<file path="config.mk">
export PLATFORM = sky130hd
export DESIGN_NAME = onezero_stream_tx
export DESIGN_NICKNAME = d
export VERILOG_FILES = /design/src/rtl/onezero_stream_tx.sv
export SDC_FILE = /design/constraint.sdc
export NUM_CORES = 1
export LEC_CHECK = 0
export ABC_CLOCK_PERIOD_IN_PS = 1850
export CELL_PAD_IN_SITES_DETAIL_PLACEMENT = 0
export CELL_PAD_IN_SITES_GLOBAL_PLACEMENT = 2
export CORE_UTILIZATION = 30
export CTS_CLUSTER_DIAMETER = 40
export CTS_CLUSTER_SIZE = 12
export DETAILED_ROUTE_END_ITERATION = 10
export PLACE_DENSITY_LB_ADDON = 0.3
export RECOVER_POWER = 50
export SYNTH_ARGS = -nofsm -noshare
export SYNTH_HDL_FRONTEND = slang
export SYNTH_SLANG_ARGS = --single-unit
</file>
<file path="constraint.sdc">
create_clock -name clk_i -period 1.85 [get_ports clk_i]
set_input_delay 0.185 -clock clk_i [delete_from_list [all_inputs] [get_ports clk_i]]
set_output_delay 0.185 -clock clk_i [all_outputs]
set_load 0.03 [all_outputs]
</file>
<file path="src/rtl/onezero_stream_tx.sv">
// onezero_stream_tx: serialises a parallel word MSB-first onto the dual-rail
// ONE/ZERO symbol strobes. Optional idle gaps go between symbols, and a
// registered RUN_HIT tracks runs of identical symbols.
// Optional feature: define ONEZERO_TX_PARITY_EN to append an even-parity symbol.
// Ports:
//   clk_i       rising-edge clock
//   reset_i     synchronous active-high reset
//   data_i      word to send, sampled on an accepted load
//   load_i      load request, accepted while ready_o=1
//   ready_o     transmitter idle and able to accept a word
//   busy_o      word in progress
//   one_o       one-cycle strobe for a logic-1 symbol
//   zero_o      one-cycle strobe for a logic-0 symbol
//   run_hit_o   current symbol extends a run of identical symbols to >= RUN_LEN
//   done_o      one-cycle pulse after the last symbol of a word
module onezero_stream_tx #(
    parameter int unsigned WIDTH   = 8,
    parameter int unsigned GAP     = 0,
    parameter int unsigned RUN_LEN = 4
) (
    input  logic             clk_i,
    input  logic             reset_i,
    input  logic [WIDTH-1:0] data_i,
    input  logic             load_i,
    output logic             ready_o,
    output logic             busy_o,
    output logic             one_o,
    output logic             zero_o,
    output logic             run_hit_o,
    output logic             done_o
);

`ifdef ONEZERO_TX_PARITY_EN
    localparam int unsigned NSYM = WIDTH + 1;
`else
    localparam int unsigned NSYM = WIDTH;
`endif
    localparam int unsigned CNT_W = $clog2(NSYM);
    localparam int unsigned GAP_W = 4;
    localparam int unsigned RUN_W = 4;
    localparam logic [CNT_W-1:0] LAST_IDX = CNT_W'(NSYM - 1);
    localparam logic [GAP_W-1:0] GAP_LOAD = GAP_W'((GAP == 0) ? 0 : GAP - 1);
    localparam logic [RUN_W-1:0] RUN_MAX  = RUN_W'(RUN_LEN);

    typedef enum logic [1:0] {ST_IDLE, ST_SEND, ST_GAP} state_t;

    state_t             state_q, state_d;
    logic [WIDTH-1:0]   shift_q, shift_d;
    logic [CNT_W-1:0]   bit_cnt_q, bit_cnt_d;
    logic [GAP_W-1:0]   gap_cnt_q, gap_cnt_d;
    logic [RUN_W-1:0]   run_q, run_d;
    logic               sym_q, sym_d;
    logic               ready_q, ready_d;
    logic               busy_q, busy_d;
    logic               one_q, one_d;
    logic               zero_q, zero_d;
    logic               run_hit_q, run_hit_d;
    logic               done_q, done_d;
`ifdef ONEZERO_TX_PARITY_EN
    logic               parity_q, parity_d;
`endif
    logic               emit_c;
    logic               nxt_sym_c;

    // State and output registers
    always_ff @(posedge clk_i) begin
        if (reset_i) begin
            state_q   <= ST_IDLE;
            shift_q   <= '0;
            bit_cnt_q <= '0;
            gap_cnt_q <= '0;
            run_q     <= '0;
            sym_q     <= 1'b0;
            ready_q   <= 1'b1;
            busy_q    <= 1'b0;
            one_q     <= 1'b0;
            zero_q    <= 1'b0;
            run_hit_q <= 1'b0;
            done_q    <= 1'b0;
`ifdef ONEZERO_TX_PARITY_EN
            parity_q  <= 1'b0;
`endif
        end else begin
            state_q   <= state_d;
            shift_q   <= shift_d;
            bit_cnt_q <= bit_cnt_d;
            gap_cnt_q <= gap_cnt_d;
            run_q     <= run_d;
            sym_q     <= sym_d;
            ready_q   <= ready_d;
            busy_q    <= busy_d;
            one_q     <= one_d;
            zero_q    <= zero_d;
            run_hit_q <= run_hit_d;
            done_q    <= done_d;
`ifdef ONEZERO_TX_PARITY_EN
            parity_q  <= parity_d;
`endif
        end
    end

    // Next state; outputs are computed for the cycle after the edge
    always_comb begin
        state_d   = state_q;
        shift_d   = shift_q;
        bit_cnt_d = bit_cnt_q;
        gap_cnt_d = gap_cnt_q;
        run_d     = run_q;
        sym_d     = sym_q;
        ready_d   = 1'b0;
        busy_d    = 1'b0;
        one_d     = 1'b0;
        zero_d    = 1'b0;
        run_hit_d = 1'b0;
        done_d    = 1'b0;
        emit_c    = 1'b0;
`ifdef ONEZERO_TX_PARITY_EN
        parity_d  = parity_q;
`endif
        // Symbol following the one currently on the wire
        nxt_sym_c = shift_q[WIDTH-2];
`ifdef ONEZERO_TX_PARITY_EN
        if (bit_cnt_q == CNT_W'(WIDTH - 1)) begin
            nxt_sym_c = parity_q;
        end
`endif

        unique case (state_q)
            ST_IDLE: begin
                ready_d = 1'b1;
                if (load_i) begin
                    // First symbol goes out in the cycle right after acceptance
                    state_d   = ST_SEND;
                    shift_d   = data_i;
                    bit_cnt_d = '0;
                    run_d     = RUN_W'(1);
                    sym_d     = data_i[WIDTH-1];
                    one_d     = data_i[WIDTH-1];
                    zero_d    = ~data_i[WIDTH-1];
                    ready_d   = 1'b0;
                    busy_d    = 1'b1;
`ifdef ONEZERO_TX_PARITY_EN
                    parity_d  = ^data_i;
`endif
                end
            end
            ST_SEND: begin
                if (bit_cnt_q == LAST_IDX) begin
                    state_d = ST_IDLE;
                    ready_d = 1'b1;
                    done_d  = 1'b1;
                end else if (GAP > 0) begin
                    state_d   = ST_GAP;
                    gap_cnt_d = GAP_LOAD;
                    busy_d    = 1'b1;
                end else begin
                    emit_c = 1'b1;
                end
            end
            ST_GAP: begin
                busy_d = 1'b1;
                if (gap_cnt_q == '0) begin
                    emit_c = 1'b1;
                end else begin
                    gap_cnt_d = gap_cnt_q - GAP_W'(1);
                end
            end
            default: begin
                state_d = ST_IDLE;
                ready_d = 1'b1;
            end
        endcase

        // Advance to the next symbol; gaps leave the run counter untouched
        if (emit_c) begin
            state_d   = ST_SEND;
            busy_d    = 1'b1;
            shift_d   = {shift_q[WIDTH-2:0], 1'b0};
            bit_cnt_d = bit_cnt_q + CNT_W'(1);
            sym_d     = nxt_sym_c;
            one_d     = nxt_sym_c;
            zero_d    = ~nxt_sym_c;
            if (nxt_sym_c != sym_q) begin
                run_d = RUN_W'(1);
            end else if (run_q < RUN_MAX) begin
                run_d = run_q + RUN_W'(1);
            end
            run_hit_d = (run_d >= RUN_MAX);
        end
    end

    assign ready_o   = ready_q;
    assign busy_o    = busy_q;
    assign one_o     = one_q;
    assign zero_o    = zero_q;
    assign run_hit_o = run_hit_q;
    assign done_o    = done_q;

endmodule

</file>
==> results.json <==
{
  "p_leak_nw": 0.4311,
  "floorplan.die.height_microns": 56.11,
  "globalRouteOverflowTotal": 0,
  "die_w_microns": 56.11,
  "dr_total_vias": 731,
  "clock_power_share_pct": 24.1,
  "synth_warnings": 0,
  "hp-class": "reg2reg",
  "r2r_setup_slack_ns": 0.26,
  "seqPwrFrac_pct": 59.0,
  "grt_setup_unrepaired": "false",
  "slew-limit-headroom_pct": 56.04,
  "clock_root_buffer": "sky130_fd_sc_hd__clkbuf_4",
  "count_of_buffers_added_by_post_cts_timing_repair_for_setup": 0,
  "slowest_stage": "sky130_fd_sc_hd__dfxtp_1",
  "met2_length_microns": 801,
  "regToRegEndpoint": "sym_q",
  "hold_end": "shift_q[3]",
  "timing_worst_slew_pin_value_ns": 0.6594,
  "power-per-cell-area_nw_per_um2": 809.4,
  "post_cts_hold_buffer_count": 0,
  "timing.critical_path.cells": "ha_1 > ha_1 > and2b_1 > clkbuf_2 > a22oi_1 > a21oi_1",
  "cp_slowest_stage_delay_ns": 0.36,
  "detailed_place.area_sq_um": 1067,
  "yosys_register_bits": 22,
  "dp_hpwl_microns": 1191,
  "peakVddDrop_mv": 0.6155,
  "worstSkewPairLatency_ns": 0.30,
  "cpLargestDelayFamily": "adder cells",
  "critPathKind": "reg2reg",
  "finish.instance_area_sq_um": 1087,
  "cts-buffers-inserted": 3,
  "via_count_of_the_first_global_routing_pass": 694,
  "netSwitchingPower_mw": 0.2341,
  "timing.hold.worst_path_depth": 2,
  "worstPathBufferInverterCount": 1,
  "synthesis.instances": 94,
  "coreArea_sq_um": 2758,
  "grt_first_pass_wirelength_microns": 3222,
  "m1WireLength_microns": 886,
  "drv_slew": 0,
  "drive_above_1_share_pct": 7.273,
  "largest_fanout_on_the_critical_path": 11,
  "synthesis.area_per_instance_sq_um": 9.344,
  "place_congestion": 0.7243,
  "worstPathArrival_ns": 1.79,
  "boundaryPins": 17,
  "post_synth_instance_area_sq_um": 878.3,
  "drt_pre_antenna_iters": 5,
  "layout-area-overhead-vs-synth_pct": 23.79,
  "clock_tree_from_tritoncts": "built",
  "highest-signal-layer": "met4",
  "reg2regPathDepth": 6,
  "grt_max_degree": 17,
  "timing.final.hold_violations": 0,
  "final_min_period_over_clock_period_pct": 85.88,
  "max_cap_viol_count": 0,
  "period_needed_ns": 1.589,
  "cell_int_power_mw": 0.6459,
  "timing.critical_path.mode_cell": "sky130_fd_sc_hd__ha_1",
  "timing.fmax_mhz": 629.4,
  "cts_repair_resize_count": 0,
  "n_antenna_cell": 0,
  "grt_util_all_layers_pct": 12.86,
  "clock_sink_count": 22,
  "drc": 0,
  "detail_route.iter0.violations": 18,
  "sw_ratio_pct": 26.61,
  "antenna_found_initial": 0,
  "drt-wirelength-per-cell_microns": 12.62,
  "finalSetupViolations": 0,
  "synth_cell_type_count": 24,
  "placementRows": 19,
  "drt-vias-per-instance": 5.184,
  "dieArea_sq_um": 3148,
  "critPathRequiredTime_ns": 2.05,
  "h_tree_level_count": 1,
  "finalWirelength_microns": 1780,
  "synth_nets": 108,
  "hold_path_startpoint": "shift_q[3]",
  "worstSetupEndpointType": "register",
  "post_route_setup_tns_ns": 0,
  "nNetsFinal": 126,
  "rr_startpoint": "bit_cnt_q[0]",
  "ctsLongestPathBuffers": 2,
  "fin_worst_skew_ns": 0.007012,
  "start_util_pct": 31.85,
  "cp-start-kind": "register",
  "routed-wl-met3_microns": 84,
  "placement.io_buffers": 16,
  "clk_pin_slew_worst_setup_hold_paths_ns": 0.12,
  "fin_hold_ws_ns": 0.4752,
  "comb_power_share_pct": 16.9,
  "run_status": "complete, no violations",
  "sequential_area_share_after_synthesis_pct": 50.14,
  "drtAntennaViolNets": 0
}
## cell usage after synthesis, drive strengths merged
cell | instances | area share, %
a21o | 1 | 0.86
a21oi | 13 | 7.4
a22oi | 8 | 6.8
and2b | 1 | 0.86
buf | 7 | 4.6
dfxtp | 22 | 50
ha | 3 | 4.3
inv | 2 | 0.86
mux2i | 1 | 1.1
nand2 | 5 | 2.1
nand2b | 3 | 2.1
nand3 | 10 | 5.7
nand3b | 2 | 1.7
nor2 | 6 | 2.6
nor2b | 1 | 0.71
nor3 | 2 | 1.1
nor4b | 1 | 1.7
o21ai | 2 | 1.1
o22a | 1 | 1.0
o311a | 1 | 1.1
o311ai | 1 | 1.0
xor2 | 1 | 1.0
## kinds of logic (layout without fill, tap and decap cells)
group | after synthesis | in the layout | share of synthesized area, %
AND/OR/NAND/NOR | 31 | 31 | 18.66
AO/OA/AOI/OAI | 27 | 27 | 19.37
flip-flops | 22 | 22 | 50.14
buffers and inverters | 9 | 25 | 5.412
adder cells (fa/ha/maj) | 3 | 3 | 4.274
XOR/XNOR | 1 | 1 | 0.9973
multiplexers | 1 | 1 | 1.140
## per-stage QoR
step | util (%) | cells | setup WS (ns) | power [mW]
2_1_floorplan | - | 94 | 0.4637 | 0.6247
3_3_place_gp | 38.70 | 138 | 0.3243 | 0.6807
3_5_place_dp | 38.70 | 138 | 0.3130 | 0.6824
4_1_cts | 39.52 | 141 | 0.2852 | 0.8937
5_1_grt | 39.43 | 141 | 0.07803 | 0.9386
6_report | 39.43 | 141 | 0.2612 | 0.8801
## final cells by class
type                    instances  area [sq um]
clock buffers                   3         22.52
fillers                       273          1670
inverters                       2         7.507
multi-input cells              63         390.4
flip-flops and latches         22         440.4
well taps                      31         38.79
repair buffers                 20         187.7
## worst max path at each step
stage                       startpoint          to  slack, ns  depth (start not counted)
after floorplan           bit_cnt_q[0]    run_q[1]       0.46                          5
after global placement          load_i    run_q[2]       0.32                          4
after detailed placement  bit_cnt_q[0]    run_q[1]       0.31                          5
after CTS                 bit_cnt_q[0]  shift_q[5]       0.29                          6
after global routing      bit_cnt_q[0]       sym_q       0.08                          6
final                     bit_cnt_q[0]       sym_q       0.26                          6
## layer usage
layer	track usage, %	vias up
li1	-	367
met1	17.05	341
met2	20.75	21
met3	4.884	2
met4	1.045	0
met5	0	-
## cell usage in the layout, fill, tap and decap left out, drive strengths merged, types with 4 or more instances in the layout
master	count
a22oi	8
a21oi	13
nand2	5
dfxtp	22
nor2	6
clkbuf	4
clkdlybuf4s50	10
nand3	10
dlygate4sd3	6
## power by group through the flow
| stage | combinational [mW] | sequential [mW] | clock, mW |
|---|---|---|---|
| after global routing | 0.166 | 0.524 | 0.249 |
| after global placement | 0.151 | 0.529 | 0 |
| after detailed placement | 0.152 | 0.530 | 0 |
| after CTS | 0.153 | 0.519 | 0.221 |
| final | 0.149 | 0.519 | 0.212 |
| after floorplan | 0.0844 | 0.540 | 0 |
## tightest hold or removal path, cell delays in order, from the launching register on
cell                      delay [ns]
sky130_fd_sc_hd__dfxtp_1        0.33
sky130_fd_sc_hd__nand3_1        0.06
sky130_fd_sc_hd__a21oi_1        0.05
## state kept, by name, indices dropped and copies added (netlist names)
register,flops
shift_q,7
run_q,4
bit_cnt_q,3
busy_o,1
done_o,1
one_o,1
ready_o,1
run_hit_o,1
state_q,1
sym_q,1
zero_o,1
No activity file was read; power rests on OpenSTA's default activity.
